File: src/rtl/spi_reg_pkg.sv
// Shared definitions for the SPI register bank.
// Contents: FSM state enum, the R/nW encoding for writes, and a helper
// function that returns the frame length in bits.
package spi_reg_pkg;

    typedef enum logic [1:0] {
        StIdle,
        StCmd,
        StData,
        StWaitCs
    } state_e;

    // The value of the first frame bit that marks a write.
    localparam logic RW_WRITE = 1'b1;

    // Frame length in bits: the R/nW bit, then the address, then the data.
    function automatic int unsigned frame_len(input int unsigned addr_w,
                                              input int unsigned data_w);
        return 1 + addr_w + data_w;
    endfunction

endpackage

File: src/rtl/spi_reg_bank_if.sv
// SPI pin bundle between an external controller and the register bank.
//   sclk, ncs, copi : driven by the controller (master)
//   cipo, cipo_oe   : driven by the peripheral (slave)
interface spi_reg_bank_if;
    logic sclk;
    logic ncs;
    logic copi;
    logic cipo;
    logic cipo_oe;

    modport master (output sclk, output ncs, output copi, input cipo, input cipo_oe);
    modport slave  (input sclk, input ncs, input copi, output cipo, output cipo_oe);
endinterface

File: src/rtl/spi_sync_edge.sv
// Two-flop synchroniser for an asynchronous input, with edge detect on the
// synchronised value.
// Ports: clk, rst (synchronous, active-high), din (async input),
//        q (synchronised level), rise/fall (one-cycle edge pulses).
// IDLE sets the level that the flops take during reset.
module spi_sync_edge #(
    parameter logic IDLE = 1'b0
) (
    input  logic clk,
    input  logic rst,
    input  logic din,
    output logic q,
    output logic rise,
    output logic fall
);
    logic [1:0] sync_q;
    logic       prev_q;

    always_ff @(posedge clk) begin
        if (rst) begin
            sync_q <= {2{IDLE}};
            prev_q <= IDLE;
        end else begin
            sync_q <= {sync_q[0], din};
            prev_q <= sync_q[1];
        end
    end

    assign q    = sync_q[1];
    assign rise = q & ~prev_q;
    assign fall = ~q & prev_q;
endmodule

File: src/rtl/spi_reg_bank.sv
// SPI mode-0 peripheral that exposes NUM_REGS registers of DATA_W bits.
// Frame layout, MSB first: R/nW (1 = write), ADDR_W address bits, then
// DATA_W data bits. Read data is shifted out on cipo.
// Ports: clk, rst (synchronous, active-high), spi (slave modport:
//        sclk/ncs/copi in, cipo/cipo_oe out), regs_flat (register i at
//        [i*DATA_W +: DATA_W]), wr_stb (write pulse), wr_addr (address of the
//        last committed write), frame_err (aborted-frame pulse).
// Optional macro SPI_BURST_EN: the address auto-increments after each word
// and the frame may carry several words.
module spi_reg_bank
    import spi_reg_pkg::*;
#(
    parameter int unsigned       NUM_REGS  = 5,
    parameter int unsigned       ADDR_W    = 7,
    parameter int unsigned       DATA_W    = 8,
    parameter logic [DATA_W-1:0] RESET_VAL = '0
) (
    input  logic                       clk,
    input  logic                       rst,
    spi_reg_bank_if.slave              spi,
    output logic [NUM_REGS*DATA_W-1:0] regs_flat,
    output logic                       wr_stb,
    output logic [ADDR_W-1:0]          wr_addr,
    output logic                       frame_err
);
    localparam int unsigned CMD_BITS = frame_len(ADDR_W, DATA_W) - DATA_W;
    localparam int unsigned CNT_MAX  = (CMD_BITS > DATA_W) ? CMD_BITS : DATA_W;
    localparam int unsigned CNT_W    = $clog2(CNT_MAX + 1);

    logic sclk_rise, sclk_fall, sclk_s;
    logic ncs_s, ncs_rise, ncs_fall;
    logic [1:0] copi_q;
    logic copi_s;

    spi_sync_edge #(.IDLE(1'b0)) u_sclk_sync (
        .clk (clk),
        .rst (rst),
        .din (spi.sclk),
        .q   (sclk_s),
        .rise(sclk_rise),
        .fall(sclk_fall)
    );

    spi_sync_edge #(.IDLE(1'b1)) u_ncs_sync (
        .clk (clk),
        .rst (rst),
        .din (spi.ncs),
        .q   (ncs_s),
        .rise(ncs_rise),
        .fall(ncs_fall)
    );

    always_ff @(posedge clk) begin
        if (rst) copi_q <= 2'b00;
        else     copi_q <= {copi_q[0], spi.copi};
    end
    assign copi_s = copi_q[1];

    state_e              state_q;
    logic [CNT_W-1:0]    cnt_q;
    logic [ADDR_W-1:0]   cmd_sr_q;
    logic [ADDR_W-1:0]   addr_q;
    logic [ADDR_W-1:0]   cm_addr_q;
    logic                rw_q;
    logic [DATA_W-1:0]   data_sr_q;
    logic [DATA_W-1:0]   tx_sr_q;
    logic                commit_q;
    logic                cipo_q;
    logic                cipo_oe_q;
    logic                armed_q;
    logic [1:0]          arm_cnt_q;
    logic [DATA_W-1:0]   regs_q [NUM_REGS];

    logic [ADDR_W:0]     cmd_full;
    logic [DATA_W-1:0]   data_full;
    logic [DATA_W-1:0]   rd_cmd;
    logic                frame_open;

    function automatic logic [DATA_W-1:0] read_reg(input logic [ADDR_W-1:0] a);
        read_reg = '0;
        for (int i = 0; i < NUM_REGS; i++) begin
            if (a == ADDR_W'(i)) read_reg = regs_q[i];
        end
    endfunction

    assign cmd_full  = {cmd_sr_q, copi_s};
    assign data_full = {data_sr_q[DATA_W-2:0], copi_s};
    assign rd_cmd    = read_reg(cmd_full[ADDR_W-1:0]);

`ifdef SPI_BURST_EN
    logic              word_done_q;
    logic [DATA_W-1:0] rd_inc;
    assign rd_inc     = read_reg(addr_q + 1'b1);
    // Only a partial word, or no complete word at all, counts as an abort.
    assign frame_open = (state_q == StCmd) ||
                        ((state_q == StData) && ((cnt_q != '0) || !word_done_q));
`else
    assign frame_open = (state_q == StCmd) || (state_q == StData);
`endif

    always_ff @(posedge clk) begin
        if (rst) begin
            state_q   <= StIdle;
            cnt_q     <= '0;
            cmd_sr_q  <= '0;
            addr_q    <= '0;
            cm_addr_q <= '0;
            rw_q      <= 1'b0;
            data_sr_q <= '0;
            tx_sr_q   <= '0;
            commit_q  <= 1'b0;
            cipo_q    <= 1'b0;
            cipo_oe_q <= 1'b0;
            armed_q   <= 1'b0;
            arm_cnt_q <= 2'd0;
            wr_stb    <= 1'b0;
            wr_addr   <= '0;
            frame_err <= 1'b0;
            for (int i = 0; i < NUM_REGS; i++) regs_q[i] <= RESET_VAL;
`ifdef SPI_BURST_EN
            word_done_q <= 1'b0;
`endif
        end else begin
            wr_stb    <= 1'b0;
            frame_err <= 1'b0;
            cipo_oe_q <= ~ncs_s;

            // The write lands one cycle after its last data bit was sampled.
            if (commit_q) begin
                commit_q <= 1'b0;
                wr_stb   <= 1'b1;
                wr_addr  <= cm_addr_q;
                for (int i = 0; i < NUM_REGS; i++) begin
                    if (cm_addr_q == ADDR_W'(i)) regs_q[i] <= data_sr_q;
                end
            end

            // After reset the synchroniser reads as ncs high for two cycles,
            // even while ncs is held low. Require three consecutive high cycles
            // so a frame cut by reset cannot restart until ncs really idles.
            if (!armed_q) begin
                if (ncs_s) begin
                    if (arm_cnt_q == 2'd2) armed_q <= 1'b1;
                    arm_cnt_q <= arm_cnt_q + 2'd1;
                end else begin
                    arm_cnt_q <= 2'd0;
                end
            end

            if (ncs_rise) begin
                // ncs takes priority over an sclk rise in the same cycle.
                if (frame_open) frame_err <= 1'b1;
                state_q <= StIdle;
                cipo_q  <= 1'b0;
            end else begin
                case (state_q)
                    StIdle: begin
                        if (ncs_fall && armed_q) begin
                            state_q <= StCmd;
                            cnt_q   <= '0;
`ifdef SPI_BURST_EN
                            word_done_q <= 1'b0;
`endif
                        end
                    end
                    StCmd: begin
                        if (sclk_rise) begin
                            cmd_sr_q <= cmd_full[ADDR_W-1:0];
                            if (cnt_q == CNT_W'(CMD_BITS - 1)) begin
                                state_q <= StData;
                                cnt_q   <= '0;
                                rw_q    <= cmd_full[ADDR_W];
                                addr_q  <= cmd_full[ADDR_W-1:0];
                                tx_sr_q <= rd_cmd;
                            end else begin
                                cnt_q <= cnt_q + 1'b1;
                            end
                        end
                    end
                    StData: begin
                        if (sclk_rise) begin
                            data_sr_q <= data_full;
                            if (cnt_q == CNT_W'(DATA_W - 1)) begin
                                cnt_q <= '0;
                                if ((rw_q == RW_WRITE) &&
                                    ({1'b0, addr_q} < (ADDR_W + 1)'(NUM_REGS))) begin
                                    commit_q  <= 1'b1;
                                    cm_addr_q <= addr_q;
                                end
`ifdef SPI_BURST_EN
                                addr_q      <= addr_q + 1'b1;
                                tx_sr_q     <= rd_inc;
                                word_done_q <= 1'b1;
`else
                                state_q <= StWaitCs;
                                cipo_q  <= 1'b0;
`endif
                            end else begin
                                cnt_q <= cnt_q + 1'b1;
                            end
                        end else if (sclk_fall) begin
                            cipo_q  <= tx_sr_q[DATA_W-1];
                            tx_sr_q <= {tx_sr_q[DATA_W-2:0], 1'b0};
                        end
                    end
                    StWaitCs: ;
                    default: state_q <= StIdle;
                endcase
            end
        end
    end

    assign spi.cipo    = cipo_q;
    assign spi.cipo_oe = cipo_oe_q;

    for (genvar g = 0; g < NUM_REGS; g++) begin : g_flat
        assign regs_flat[g*DATA_W +: DATA_W] = regs_q[g];
    end

    // The synchronised sclk level is only needed for its edges.
    logic unused_sclk;
    assign unused_sclk = sclk_s;
endmodule

File: src/flat_wrapper.sv
// flat-port wrapper written by rule: the top's interface ports become plain ports
module spi_reg_bank_flat import spi_reg_pkg::*;
#(
    parameter int unsigned       NUM_REGS  = 5,
    parameter int unsigned       ADDR_W    = 7,
    parameter int unsigned       DATA_W    = 8,
    parameter logic [DATA_W-1:0] RESET_VAL = '0
)
  (clk, rst, regs_flat, wr_stb, wr_addr, frame_err, spi_sclk, spi_ncs, spi_copi, spi_cipo, spi_cipo_oe);
  spi_reg_bank_if spi_i ();
  input  logic clk;
  input  logic rst;
  output logic [NUM_REGS*DATA_W-1:0] regs_flat;
  output logic wr_stb;
  output logic [ADDR_W-1:0] wr_addr;
  output logic frame_err;
  input wire logic [$bits(spi_i.sclk)-1:0] spi_sclk;
  input wire logic [$bits(spi_i.ncs)-1:0] spi_ncs;
  input wire logic [$bits(spi_i.copi)-1:0] spi_copi;
  output wire logic [$bits(spi_i.cipo)-1:0] spi_cipo;
  output wire logic [$bits(spi_i.cipo_oe)-1:0] spi_cipo_oe;
  assign spi_i.sclk = spi_sclk;
  assign spi_i.ncs = spi_ncs;
  assign spi_i.copi = spi_copi;
  assign spi_cipo = spi_i.cipo;
  assign spi_cipo_oe = spi_i.cipo_oe;
  spi_reg_bank #(.NUM_REGS(NUM_REGS), .ADDR_W(ADDR_W), .DATA_W(DATA_W), .RESET_VAL(RESET_VAL)) u_core (.clk(clk), .rst(rst), .spi(spi_i), .regs_flat(regs_flat), .wr_stb(wr_stb), .wr_addr(wr_addr), .frame_err(frame_err));
endmodule
File: config.mk
export PLATFORM = sky130hd
export DESIGN_NAME = spi_reg_bank_flat
export DESIGN_NICKNAME = d
export VERILOG_FILES = /design/src/rtl/spi_reg_pkg.sv /design/src/rtl/spi_reg_bank_if.sv /design/src/rtl/spi_sync_edge.sv /design/src/rtl/spi_reg_bank.sv /design/src/flat_wrapper.sv
export SDC_FILE = /design/constraint.sdc
export NUM_CORES = 1
export LEC_CHECK = 0
export BUFFER_PORTS_ARGS = -buffer_cell sky130_fd_sc_hd__buf_2
export CAP_MARGIN = 40
export CORE_ASPECT_RATIO = 1.75
export CORE_MARGIN = 5
export CORE_UTILIZATION = 50
export DETAILED_ROUTE_END_ITERATION = 8
export PLACE_DENSITY = 0.71
export SYNTH_ARGS = -nofsm -noshare
export SYNTH_HDL_FRONTEND = slang
export SYNTH_HIERARCHICAL = 1
export SYNTH_SLANG_ARGS = --single-unit
File: constraint.sdc
create_clock -name clk -period 3 [get_ports clk]
set_clock_uncertainty 0.2 [all_clocks]
set_input_delay 0.45 -clock clk [delete_from_list [all_inputs] [get_ports clk]]
set_output_delay 0.45 -clock clk [all_outputs]
set_load 0.03 [all_outputs]
==> run summary <==
CP Launch Point -> u_core/u_sclk_sync/sync_q[1]
First-pass GRT wire length -> 15,000 um
Slew Viols, Final -> 0
CP Max Fanout -> 9
Detailed Route Iter0 Violations -> 206
Reg2reg start -> u_core/u_sclk_sync/sync_q[1]
Synth area leader -> dfxtp_1
Routed wire length per instance -> 16.5 um
Tmin final -> 2330 ps
Worst-case clock buffer depth -> 2
Synthesized cell area -> 0.00433 mm2
N_diodes -> 0
Power per standard cell area -> 564 mW/mm2
# hold bufs at CTS -> 0
WL final -> 9380 um
Slew @ Worst Pin -> 640 ps
Post-CTS Resized -> 0
Critical Path Start Type -> register
Required @ worst endpoint -> 3070 ps
TritonCTS Sinks -> 107
Total GRT Usage -> 18.4%
Grt ovf -> 0
Core area -> 0.00856 mm2
Clock power frac -> 37.3%
CTS tree -> done
Internal -> 2.19 mW
Max-Cap Viols -> 0
Logic pwr share -> 7.4%
Switching part of the total power -> 22.4%
Max VDD drop -> 405 uV
Sequential share of power -> 55.4%
Detail Route Antenna Nets -> 0
# H-tree levels -> 3
Worst r2r path cells -> 5
Post-synth cell types -> 50
Final core utilization -> 58.4%
Drt drc -> 0
Worst skew pair latency -> 340 ps
Post-synth top area share -> 31.0%
Vias per Instance -> 5.42
Pre-Repair DR Iteration Count -> 4
Net switching power -> 630 uW
Rel. slew slack -> 56.7%
Synth Flop Type -> dfxtp_1
Layout cell share with drive strength beyond 1 -> 19.3%
Register area share after synthesis -> 58.7%
Io pins -> 56
Hold path start -> spi_ncs
Pleak -> 1.95 nW
Die H -> 133 um
Async S/R FF share, synth -> 0%
Initial antenna violation count -> 0
CTS Root Cell -> clkbuf_16
Mapped Cells -> 392
Part of the cycle the worst path needs -> 77.8%
DIE WIDTH -> 80.3 um
CTS buffer count -> 9
DR vias -> 3,078
Full die area -> 0.0107 mm2
Largest net degree at the start of global routing -> 33
Post-synthesis net count -> 404
Final GP Congestion -> 0.786
Row cnt -> 45
FMAX -> 428 MHz
Min-Delay Path Class -> primary input to register
Setup TNS -> 0 ps
Crit end category -> register
Post-DP HPWL -> 6960 um
RSZ-0062 raised after global routing -> false
Initial core utilization -> 50.6%
Net count, final -> 458
Final hold violation count -> 0
Post-synth EDFFs -> 40
Crit Path Class -> register to register
Yosys warns -> 6
Syn_area_per_cell -> 11.0 um2
Vias in the first global route -> 3,042
Area grow syn2layout -> 15.4%
Setup repair bufs after CTS -> 0
Buffers on Ports -> 55
Synth area leaders -> dfxtp_1 (31%), edfxtp_1 (28%), mux2i_1 (8.3%)
Post-synthesis sequential element count -> 107
Fillers -> 762
Outcome -> completed
Worst Path Arrival -> 2400 ps
Reg clk slew, reported paths -> 70 ps
Endpoints failing setup -> 0
Hold Path Depth -> 2
-- power by group through the flow --
stage               Clock [mW]  Sequential (mW)  Combinational (mW)
finish                    1.05             1.56               0.207
global route              1.14             1.56               0.227
floorplan                    0             1.63               0.112
CTS                       1.09             1.56               0.209
detailed placement           0             1.59               0.209
global placement             0             1.59               0.206
-- final timing paths --
check | slack (ps) | to
worst min register to register | 210 | u_core/u_ncs_sync/sync_q[1]
worst max register to register | 670 | u_core/tx_sr_q[2]
worst max-delay path | 670 | u_core/tx_sr_q[2]
worst min-delay path | 90 | u_core/u_ncs_sync/sync_q[0]
-- state kept, by name (all words and copies together) (netlist names), 2 cells and up --
signal,flops
u_core/addr_q,7
u_core/u_sclk_sync/sync_q,2
u_core/data_sr_q,8
u_core/cnt_q,4
u_core/copi_q,2
u_core/tx_sr_q,8
u_core/u_ncs_sync/sync_q,2
u_core/cmd_sr_q,7
u_core/regs_q,40
u_core/cm_addr_q,7
u_core/wr_addr,7
u_core/state_q,2
u_core/arm_cnt_q,2
-- cell type report --
class                   instances  area [um2]  share of cell area [%]
flip-flops and latches        107        2540                    50.9
clock buffers                  13         250                    5.01
repair buffers                 63         335                    6.71
well taps                     117         146                    2.93
multi-input cells             258        1680                    33.6
inverters                       7        26.3                   0.526
clock inverters                 3        16.3                   0.326
-- Yosys cell counts (all sizes together) (2+ instances only) --
library cell	number
nand2b	3
a21oi	25
edfxtp	40
clkbuf	11
nor4	5
and3b	4
inv	7
buf	9
o21bai	3
o22ai	7
ha	7
or3	2
a211oi	3
nor3	3
a31oi	7
and2	8
nand3	13
nor2b	11
dfxtp	67
nor2	42
o21ai	19
a31o	3
and3	7
or4	2
nand3b	4
or2	6
nand2	19
nor3b	6
mux2i	36
a21o	2
-- placed cells by master (no fill, tap or decap), types with 2 or more instances in the layout --
cell type	instances
buf_2	55
or2_1	3
nor2b_1	11
a211oi_1	2
o22ai_1	7
nor4_1	4
a21oi_1	25
mux2i_1	36
dfxtp_1	67
nand3_1	13
clkbuf_16	9
nor3_1	3
and3_1	7
nor3b_1	6
nand3b_1	4
or2_2	2
a21o_1	2
buf_4	8
edfxtp_1	40
ha_1	7
clkbuf_1	3
and3b_1	4
nand2_1	19
nand2b_1	3
a31o_2	3
o21bai_1	3
and2_1	8
a31oi_1	7
o21ai_0	16
or3_1	2
nor2_1	41
o21ai_1	2
inv_1	8
-- critical path, stage by stage, from the launching register on --
cell,delay (ps)
dfxtp_1,340
nor2b_1,450
nand3b_1,420
nor4_4,470
o21ai_0,200
a31oi_1,190
-- cell families after synthesis --
| family | Yosys count | synth area share, % |
|---|---|---|
| simple gates | 142 | 18.3 |
| compound gates | 72 | 9.86 |
| fa+ha+maj | 7 | 2.02 |
| mux | 37 | 8.58 |
| flops | 107 | 58.7 |
| buf+inv | 27 | 2.49 |
-- metrics by stage --
| stage | std cells | power [mW] | area [um2] | hold slack [ps] | setup slack [ps] |
|---|---|---|---|---|---|
| final | 568 | 2.82 | 5000 | 94.6 | 666 |
| after global routing | 568 | 2.93 | 5000 | 97.3 | 348 |
| after CTS | 568 | 2.86 | 5000 | 73.5 | 659 |
| after detailed placement | 552 | 1.80 | 4730 | 193 | 682 |
| after global placement | 552 | 1.80 | 4730 | 187 | 686 |
| after floorplan | 392 | 1.74 | 4330 | 183 | 812 |
-- routing by layer --
metal	wire length (um)	global-route usage, %
met5	0	0
met4	362	9.49
met3	336	3.32
met2	5160	33.6
met1	3520	19.4
Power figures use the tool's default switching activity.
